===== src/rtl/out_port_pkg.sv =====
// out_port_pkg: shared types and default sizing for the output-port unit.
//   - out_state_e : output-stage FSM state (StIdle, StSend)
//   - DefaultDataW: default datapath width (matches BusMuxOut)
//   - DefaultDepth: default FIFO depth (power of two, >= 2)
package out_port_pkg;

   localparam int unsigned DefaultDataW = 32;
   localparam int unsigned DefaultDepth = 4;

   typedef enum logic {
      StIdle,
      StSend
   } out_state_e;

endpackage


===== src/rtl/out_port_unit_fifo.sv =====
// sync_fifo: single-clock FIFO feeding the output stage.
//   clk     in   system clock, rising edge
//   clr     in   synchronous active-low reset; discards all entries
//   wr_en   in   write request (ignored when full unless rd_en pops on the same edge)
//   wr_data in   word to append at the tail
//   rd_en   in   pop the head (ignored when empty)
//   rd_data out  combinational head word
//   level   out  occupancy 0..DEPTH (registered)
//   full    out  level == DEPTH
//   empty   out  level == 0
module sync_fifo #(
   parameter int unsigned DATA_W = 32,
   parameter int unsigned DEPTH  = 4
) (
   input  logic                     clk,
   input  logic                     clr,
   input  logic                     wr_en,
   input  logic [DATA_W-1:0]        wr_data,
   input  logic                     rd_en,
   output logic [DATA_W-1:0]        rd_data,
   output logic [$clog2(DEPTH):0]   level,
   output logic                     full,
   output logic                     empty
);

   localparam int unsigned PtrW = $clog2(DEPTH);
   localparam int unsigned CntW = PtrW + 1;

   logic [DATA_W-1:0] mem_q [DEPTH];
   logic [DATA_W-1:0] mem_d [DEPTH];
   logic [PtrW-1:0]   wr_ptr_q, wr_ptr_d;
   logic [PtrW-1:0]   rd_ptr_q, rd_ptr_d;
   logic [CntW-1:0]   count_q, count_d;
   logic              do_wr, do_rd;

   assign full    = (count_q == CntW'(DEPTH));
   assign empty   = (count_q == '0);
   assign level   = count_q;
   assign rd_data = mem_q[rd_ptr_q];

   always_comb begin
      do_rd = rd_en && !empty;
      // A pop on the same edge frees the slot, so a full FIFO can still take a write.
      do_wr = wr_en && (!full || do_rd);

      mem_d    = mem_q;
      wr_ptr_d = wr_ptr_q;
      rd_ptr_d = rd_ptr_q;
      count_d  = count_q;

      if (do_wr) begin
         mem_d[wr_ptr_q] = wr_data;
         wr_ptr_d        = wr_ptr_q + PtrW'(1);  // wraps modulo DEPTH
      end
      if (do_rd) begin
         rd_ptr_d = rd_ptr_q + PtrW'(1);
      end
      if (do_wr && !do_rd) begin
         count_d = count_q + CntW'(1);
      end else if (do_rd && !do_wr) begin
         count_d = count_q - CntW'(1);
      end
   end

   always_ff @(posedge clk) begin
      if (!clr) begin
         wr_ptr_q <= '0;
         rd_ptr_q <= '0;
         count_q  <= '0;
      end else begin
         wr_ptr_q <= wr_ptr_d;
         rd_ptr_q <= rd_ptr_d;
         count_q  <= count_d;
      end
   end

   // Storage needs no reset: entries are only visible through count_q.
   always_ff @(posedge clk) begin
      mem_q <= mem_d;
   end

endmodule


===== src/rtl/out_port_unit.sv =====
// out_port_unit: write-side port of the datapath.
// On Out_rd the word on BusMuxOut is captured into the architectural Out register and
// queued in a FIFO; an output stage drains the FIFO to an external device over a
// valid/ready handshake. A capture into a full FIFO with no simultaneous pop is dropped
// and latches the sticky ovf flag.
//   clk        in   system clock, rising edge
//   clr        in   synchronous active-low reset
//   BusMuxOut  in   datapath bus
//   Out_rd     in   capture strobe from control
//   out_data   out  word presented to the device (registered)
//   out_valid  out  out_data valid (registered)
//   out_ready  in   device accepts the word
//   Out_view   out  architectural Out register
//   full       out  FIFO holds DEPTH words
//   empty      out  FIFO holds no words (output stage excluded)
//   level      out  FIFO occupancy 0..DEPTH
//   ovf        out  sticky drop flag, cleared only by reset
module out_port_unit
   import out_port_pkg::*;
#(
   parameter int unsigned DATA_W = DefaultDataW,
   parameter int unsigned DEPTH  = DefaultDepth
) (
   input  logic                     clk,
   input  logic                     clr,
   input  logic [DATA_W-1:0]        BusMuxOut,
   input  logic                     Out_rd,
   output logic [DATA_W-1:0]        out_data,
   output logic                     out_valid,
   input  logic                     out_ready,
   output logic [DATA_W-1:0]        Out_view,
   output logic                     full,
   output logic                     empty,
   output logic [$clog2(DEPTH):0]   level,
   output logic                     ovf
);

   out_state_e        state_q, state_d;
   logic [DATA_W-1:0] out_data_q, out_data_d;
   logic [DATA_W-1:0] view_q, view_d;
   logic              ovf_q, ovf_d;

   logic              fifo_wr, fifo_rd;
   logic [DATA_W-1:0] fifo_head;
   logic              fifo_full, fifo_empty;

   sync_fifo #(
      .DATA_W (DATA_W),
      .DEPTH  (DEPTH)
   ) u_fifo (
      .clk     (clk),
      .clr     (clr),
      .wr_en   (fifo_wr),
      .wr_data (BusMuxOut),
      .rd_en   (fifo_rd),
      .rd_data (fifo_head),
      .level   (level),
      .full    (fifo_full),
      .empty   (fifo_empty)
   );

   // Output stage: load from the FIFO head whenever the stage is free or being emptied.
   always_comb begin
      state_d    = state_q;
      out_data_d = out_data_q;
      fifo_rd    = 1'b0;
      unique case (state_q)
         StIdle: begin
            if (!fifo_empty) begin
               fifo_rd    = 1'b1;
               out_data_d = fifo_head;
               state_d    = StSend;
            end
         end
         StSend: begin
            if (out_ready) begin
               if (!fifo_empty) begin
                  fifo_rd    = 1'b1;
                  out_data_d = fifo_head;
               end else begin
                  state_d = StIdle;
               end
            end
         end
      endcase
   end

   // Capture path: Out_view always updates; the FIFO write only when there is room.
   always_comb begin
      fifo_wr = Out_rd && (!fifo_full || fifo_rd);
      view_d  = Out_rd ? BusMuxOut : view_q;
      ovf_d   = ovf_q || (Out_rd && !fifo_wr);
   end

   always_ff @(posedge clk) begin
      if (!clr) begin
         state_q    <= StIdle;
         out_data_q <= '0;
         view_q     <= '0;
         ovf_q      <= 1'b0;
      end else begin
         state_q    <= state_d;
         out_data_q <= out_data_d;
         view_q     <= view_d;
         ovf_q      <= ovf_d;
      end
   end

   assign out_data  = out_data_q;
   assign out_valid = (state_q == StSend);
   assign Out_view  = view_q;
   assign full      = fifo_full;
   assign empty     = fifo_empty;
   assign ovf       = ovf_q;

endmodule


===== config.mk =====
export PLATFORM = sky130hd
export DESIGN_NAME = out_port_unit
export DESIGN_NICKNAME = d
export VERILOG_FILES = /design/src/rtl/out_port_pkg.sv /design/src/rtl/out_port_unit_fifo.sv /design/src/rtl/out_port_unit.sv
export SDC_FILE = /design/constraint.sdc
export NUM_CORES = 1
export LEC_CHECK = 0
export BUFFER_PORTS_ARGS = -buffer_cell sky130_fd_sc_hd__clkbuf_2
export CAP_MARGIN = 5
export CORE_ASPECT_RATIO = 0.7
export CORE_MARGIN = 5
export CORE_UTILIZATION = 31
export DETAILED_ROUTE_END_ITERATION = 12
export GPL_TIMING_DRIVEN = 0
export HOLD_SLACK_MARGIN = 0.03
export PLACE_DENSITY_LB_ADDON = 0.12
export SLEW_MARGIN = 0
export SYNTH_ARGS = -nofsm -noshare
export SYNTH_HDL_FRONTEND = slang
export SYNTH_SLANG_ARGS = --single-unit

===== constraint.sdc =====
create_clock -name clk -period 3.12 [get_ports clk]
set_clock_uncertainty 0.15 [all_clocks]
set_input_delay 0.624 -clock clk [delete_from_list [all_inputs] [get_ports clk]]
set_output_delay 0.624 -clock clk [all_outputs]
set_load 0.03 [all_outputs]

==> metrics.txt <==
# TYPE chip_impl_metric gauge
chip_impl_metric{name="worst_path_largest_cell_delay",unit="ps"} 420
chip_impl_metric{name="grt_util_met3",unit="%"} 3.17
chip_impl_info{name="critPathCaptureType",value="flop"} 1
chip_impl_info{name="worst_hold_path.endpoint",value="u_fifo.mem_q[39]"} 1
chip_impl_metric{name="ys_async_sr_fraction",unit="%"} 0
chip_impl_metric{name="grt_usage",unit="%"} 12.5
chip_impl_metric{name="path_clk_slew",unit="ps"} 60
chip_impl_metric{name="die_width",unit="um"} 193
chip_impl_metric{name="worst-path-max-fanout",unit=""} 7
chip_impl_metric{name="first_global_vias",unit=""} 4196
chip_impl_metric{name="post_drt_via_cell_ratio",unit=""} 4.50
chip_impl_metric{name="global_route.overflow_total",unit=""} 0
chip_impl_metric{name="syn-mean-instance-area",unit="sq um"} 18.2
chip_impl_metric{name="gp_routability_congestion",unit=""} 0.729
chip_impl_metric{name="cts_num_sinks",unit=""} 201
chip_impl_metric{name="postCtsSetupBuffers",unit=""} 0
chip_impl_metric{name="min_delay_path_depth",unit=""} 1
chip_impl_metric{name="drt_pass1_iterations",unit=""} 4
chip_impl_metric{name="via_count",unit=""} 3852
chip_impl_metric{name="post_cts_hold_buffer_count",unit=""} 0
chip_impl_metric{name="antenna_violating_nets_post_route",unit=""} 0
chip_impl_metric{name="synth_cell_types",unit=""} 30
chip_impl_info{name="critical_path_cell_list",value="clkbuf_1 -> a21boi_2 -> ha_1 -> inv_1 -> fa_1 -> xor2_1 -> or3_1 -> a21oi_1"} 1
chip_impl_metric{name="core_area",unit="sq mm"} 0.0228
chip_impl_metric{name="finalNetCount",unit=""} 572
chip_impl_metric{name="reported_max_cap_violation_count",unit=""} 0
chip_impl_metric{name="vdd_ir_drop_max",unit="mV"} 0.359
chip_impl_metric{name="timing.final.crit_period",unit="ps"} 2520
chip_impl_metric{name="fillerInstances",unit=""} 2145
chip_impl_metric{name="grt_pass1_wl",unit="um"} 25000
chip_impl_metric{name="finalSetupViolCount",unit=""} 0
chip_impl_info{name="cp_slowest_cell",value="clkbuf_1"} 1
chip_impl_metric{name="row_count",unit=""} 46
chip_impl_metric{name="routed_wire_length_per_instance",unit="um"} 19.0
chip_impl_info{name="synth_top_flop_cell",value="edfxtp_1"} 1
chip_impl_metric{name="pin_count_of_the_biggest_net_entering_global_routing",unit=""} 21
chip_impl_info{name="busiest_layer",value="met2"} 1
chip_impl_metric{name="timing_max_transition_violations_final",unit=""} 0
chip_impl_info{name="rsz0062_at_grt",value="no"} 1
chip_impl_info{name="run_status",value="finished, final reports clean"} 1
chip_impl_metric{name="die_area",unit="sq mm"} 0.0265
chip_impl_metric{name="design.portCount",unit=""} 107
chip_impl_metric{name="clock.fmax",unit="MHz"} 396
chip_impl_metric{name="groute.layer.met2.usage",unit="%"} 20.5
chip_impl_metric{name="ff2ff_path_depth",unit=""} 8
chip_impl_metric{name="drc",unit=""} 0
chip_impl_info{name="cp-start-kind",value="input pin"} 1
chip_impl_metric{name="die_h",unit="um"} 138
chip_impl_metric{name="finalWirelength",unit="um"} 16300
chip_impl_metric{name="number_of_enable_flip_flop_cells_after_synthesis",unit=""} 128
chip_impl_metric{name="initial_core_util",unit="%"} 31.7
chip_impl_metric{name="syn_nets",unit=""} 440
chip_impl_info{name="synth_top_cells_by_count",value="128 x edfxtp_1, 73 x dfxtp_1, 36 x mux2i_1"} 1
chip_impl_metric{name="postPlaceCellArea",unit="sq mm"} 0.00824
chip_impl_metric{name="setup.reg_to_reg.worst_slack",unit="ps"} 670
chip_impl_metric{name="power.density_cell_area",unit="mW/mm^2"} 889
chip_impl_metric{name="crit_path_buf_inv_count",unit=""} 2
chip_impl_metric{name="synth_top_cell_area_share",unit="%"} 53.1
chip_impl_metric{name="drive_gt1_share",unit="%"} 36.8
chip_impl_metric{name="globalRouteMet1Util",unit="%"} 16.8
chip_impl_metric{name="post_cts_resized",unit=""} 0
chip_impl_info{name="cts_root_buffer",value="clkbuf_16"} 1
chip_impl_metric{name="design_area",unit="sq mm"} 0.00896
chip_impl_metric{name="netlist_instances",unit=""} 398
chip_impl_info{name="critical_path.reg2reg.endpoint",value="u_fifo.level[2]"} 1
chip_impl_metric{name="timing.critical_path.depth",unit=""} 8
chip_impl_info{name="tritoncts",value="done"} 1
chip_impl_metric{name="initialDrtViolationCount",unit=""} 146
chip_impl_info{name="worst-setup-path-type",value="in2reg"} 1
chip_impl_metric{name="dp_hpwl",unit="um"} 10900
chip_impl_metric{name="tcrit_tclk_final",unit="%"} 80.9
chip_impl_metric{name="antenna_found_initial",unit=""} 1
chip_impl_metric{name="static-leakage-power",unit="nW"} 3.42
chip_impl_metric{name="port-buffer-count",unit=""} 105
chip_impl_info{name="synth_most_common_cell",value="edfxtp_1"} 1
chip_impl_metric{name="slew-limit-headroom",unit="%"} 48.7
chip_impl_info{name="hold_start",value="BusMuxOut[7]"} 1
chip_impl_metric{name="growth_of_design_area_from_synthesis_to_finish",unit="%"} 23.8
chip_impl_metric{name="cts_max_path_buffers",unit=""} 3
chip_impl_info{name="worstReg2RegStart",value="u_fifo.level[0]"} 1
chip_impl_metric{name="worstPathArrival",unit="ps"} 2790
chip_impl_metric{name="syn_area",unit="sq mm"} 0.00724
chip_impl_metric{name="hold_viol_final",unit=""} 0
chip_impl_info{name="cp_top_delay_family",value="adder cells"} 1
chip_impl_metric{name="tightestPinTransition",unit="ps"} 769
chip_impl_metric{name="final_core_density",unit="%"} 39.3
chip_impl_metric{name="synth-seq-area-share",unit="%"} 73.3
chip_impl_info{name="netlist.top_cell.by_area",value="edfxtp_1"} 1
chip_impl_metric{name="cts-buffers-inserted",unit=""} 21
chip_impl_info{name="hold_path_class",value="in2reg"} 1
chip_impl_metric{name="diodes",unit=""} 0
chip_impl_metric{name="cts_max_level",unit=""} 1
chip_impl_metric{name="insertion_delay",unit="ps"} 490
chip_impl_info{name="synth_top_cells_by_area",value="edfxtp_1 53%, dfxtp_1 20%, mux4_2 10%, mux2i_1 5.0%, a22o_1 3.9%"} 1
chip_impl_metric{name="synthesis.yosys.warnings",unit=""} 0
chip_impl_metric{name="timing.critical_path.required",unit="ps"} 3390
chip_impl_metric{name="yosys_register_bits",unit=""} 201
## power breakdown
group / internal (W) / leakage (nW) / switching, W / total (W)
sequential: 0.00317 / 1.78 / 0.000169 / 0.00334
clock: 0.00158 / 0.353 / 0.000991 / 0.00257
combinational: 0.000825 / 1.29 / 0.00124 / 0.00206
## worst reg2reg max path, stage by stage, from the launching register on
cell and delay (ps):
dfxtp_1 440, nor3b_1 150, a21boi_2 310, ha_1 260
inv_1 60, fa_1 380, xor2_1 180, or3_1 320
a21oi_1 130
## worst max-delay path by stage
stage	startpoint	end	slack (ps)
6_report	Out_rd	u_fifo.level[2]	600
3_3_place_gp	Out_rd	u_fifo.mem_q[13]	-540
5_1_grt	Out_rd	u_fifo.level[2]	480
4_1_cts	Out_rd	u_fifo.level[2]	620
2_1_floorplan	u_fifo.level[2]	u_fifo.level[2]	220
3_5_place_dp	Out_rd	u_fifo.level[2]	110
## state kept, by name, indices dropped and copies added, names as in the netlist
signal           count
u_fifo.level         3
out_valid            1
u_fifo.wr_ptr_q      2
ovf                  1
u_fifo.rd_ptr_q      2
u_fifo.mem_q       128
out_data            32
Out_view            32
## cell families after synthesis
| kind of cell | after synthesis | share of synthesized area (%) |
|---|---|---|
| AO/OA/AOI/OAI | 40 | 4.69 |
| XOR/XNOR | 2 | 0.242 |
| adder cells (fa/ha/maj) | 6 | 1.14 |
| buffers and inverters | 27 | 2.28 |
| flip-flops | 201 | 73.3 |
| multiplexers | 68 | 14.9 |
| AND/OR/NAND/NOR | 54 | 3.39 |
## placed cells by master, fill, tap and decap left out, types with 5 or more instances in the layout
cell       synthesis  layout
edfxtp_1         128     128
clkbuf_2           0     105
dfxtp_1           73      73
mux2i_1           36      36
nor2_1            35      35
mux4_2            32      32
a22o_1            32      32
clkbuf_16          0      21
clkbuf_1           5       8
buf_2              8       8
buf_6              7       7
clkinv_2           1       6
nand2_1            6       6
ha_1               5       5
## stage by stage
stage / total power [W] / cells / setup slack [ps] / setup TNS [ps] / hold slack, ps
finish: 0.00797 / 856 / 596 / 0 / 231
floorplan: 0.00485 / 398 / 224 / 0 / 318
detailed placement: 0.00553 / 819 / 113 / 0 / 315
global placement: 0.00547 / 815 / -540 / -66330 / 311
CTS: 0.00813 / 856 / 620 / 0 / 203
global route: 0.00839 / 856 / 481 / 0 / 210
## per-layer routing
| metal | wire length [um] | part of all wire [%] |
|---|---|---|
| met1 | 7360 | 45 |
| met2 | 7700 | 47 |
| met3 | 931 | 5.7 |
| met4 | 295 | 1.8 |
| met5 | 7 | 0.043 |
## area by class of cell
type / instances / area (sq um) / area share, %
Inverter: 5 / 20.0 / 0.223
Tap cell: 312 / 390 / 4.36
Timing Repair Buffer: 109 / 613 / 6.84
Clock inverter: 9 / 123 / 1.37
Buffer: 22 / 145 / 1.62
Multi-Input combinational cell: 170 / 1770 / 19.8
Clock buffer: 28 / 592 / 6.61
Sequential cell: 201 / 5310 / 59.2
No activity file was read; power rests on OpenSTA's default activity.
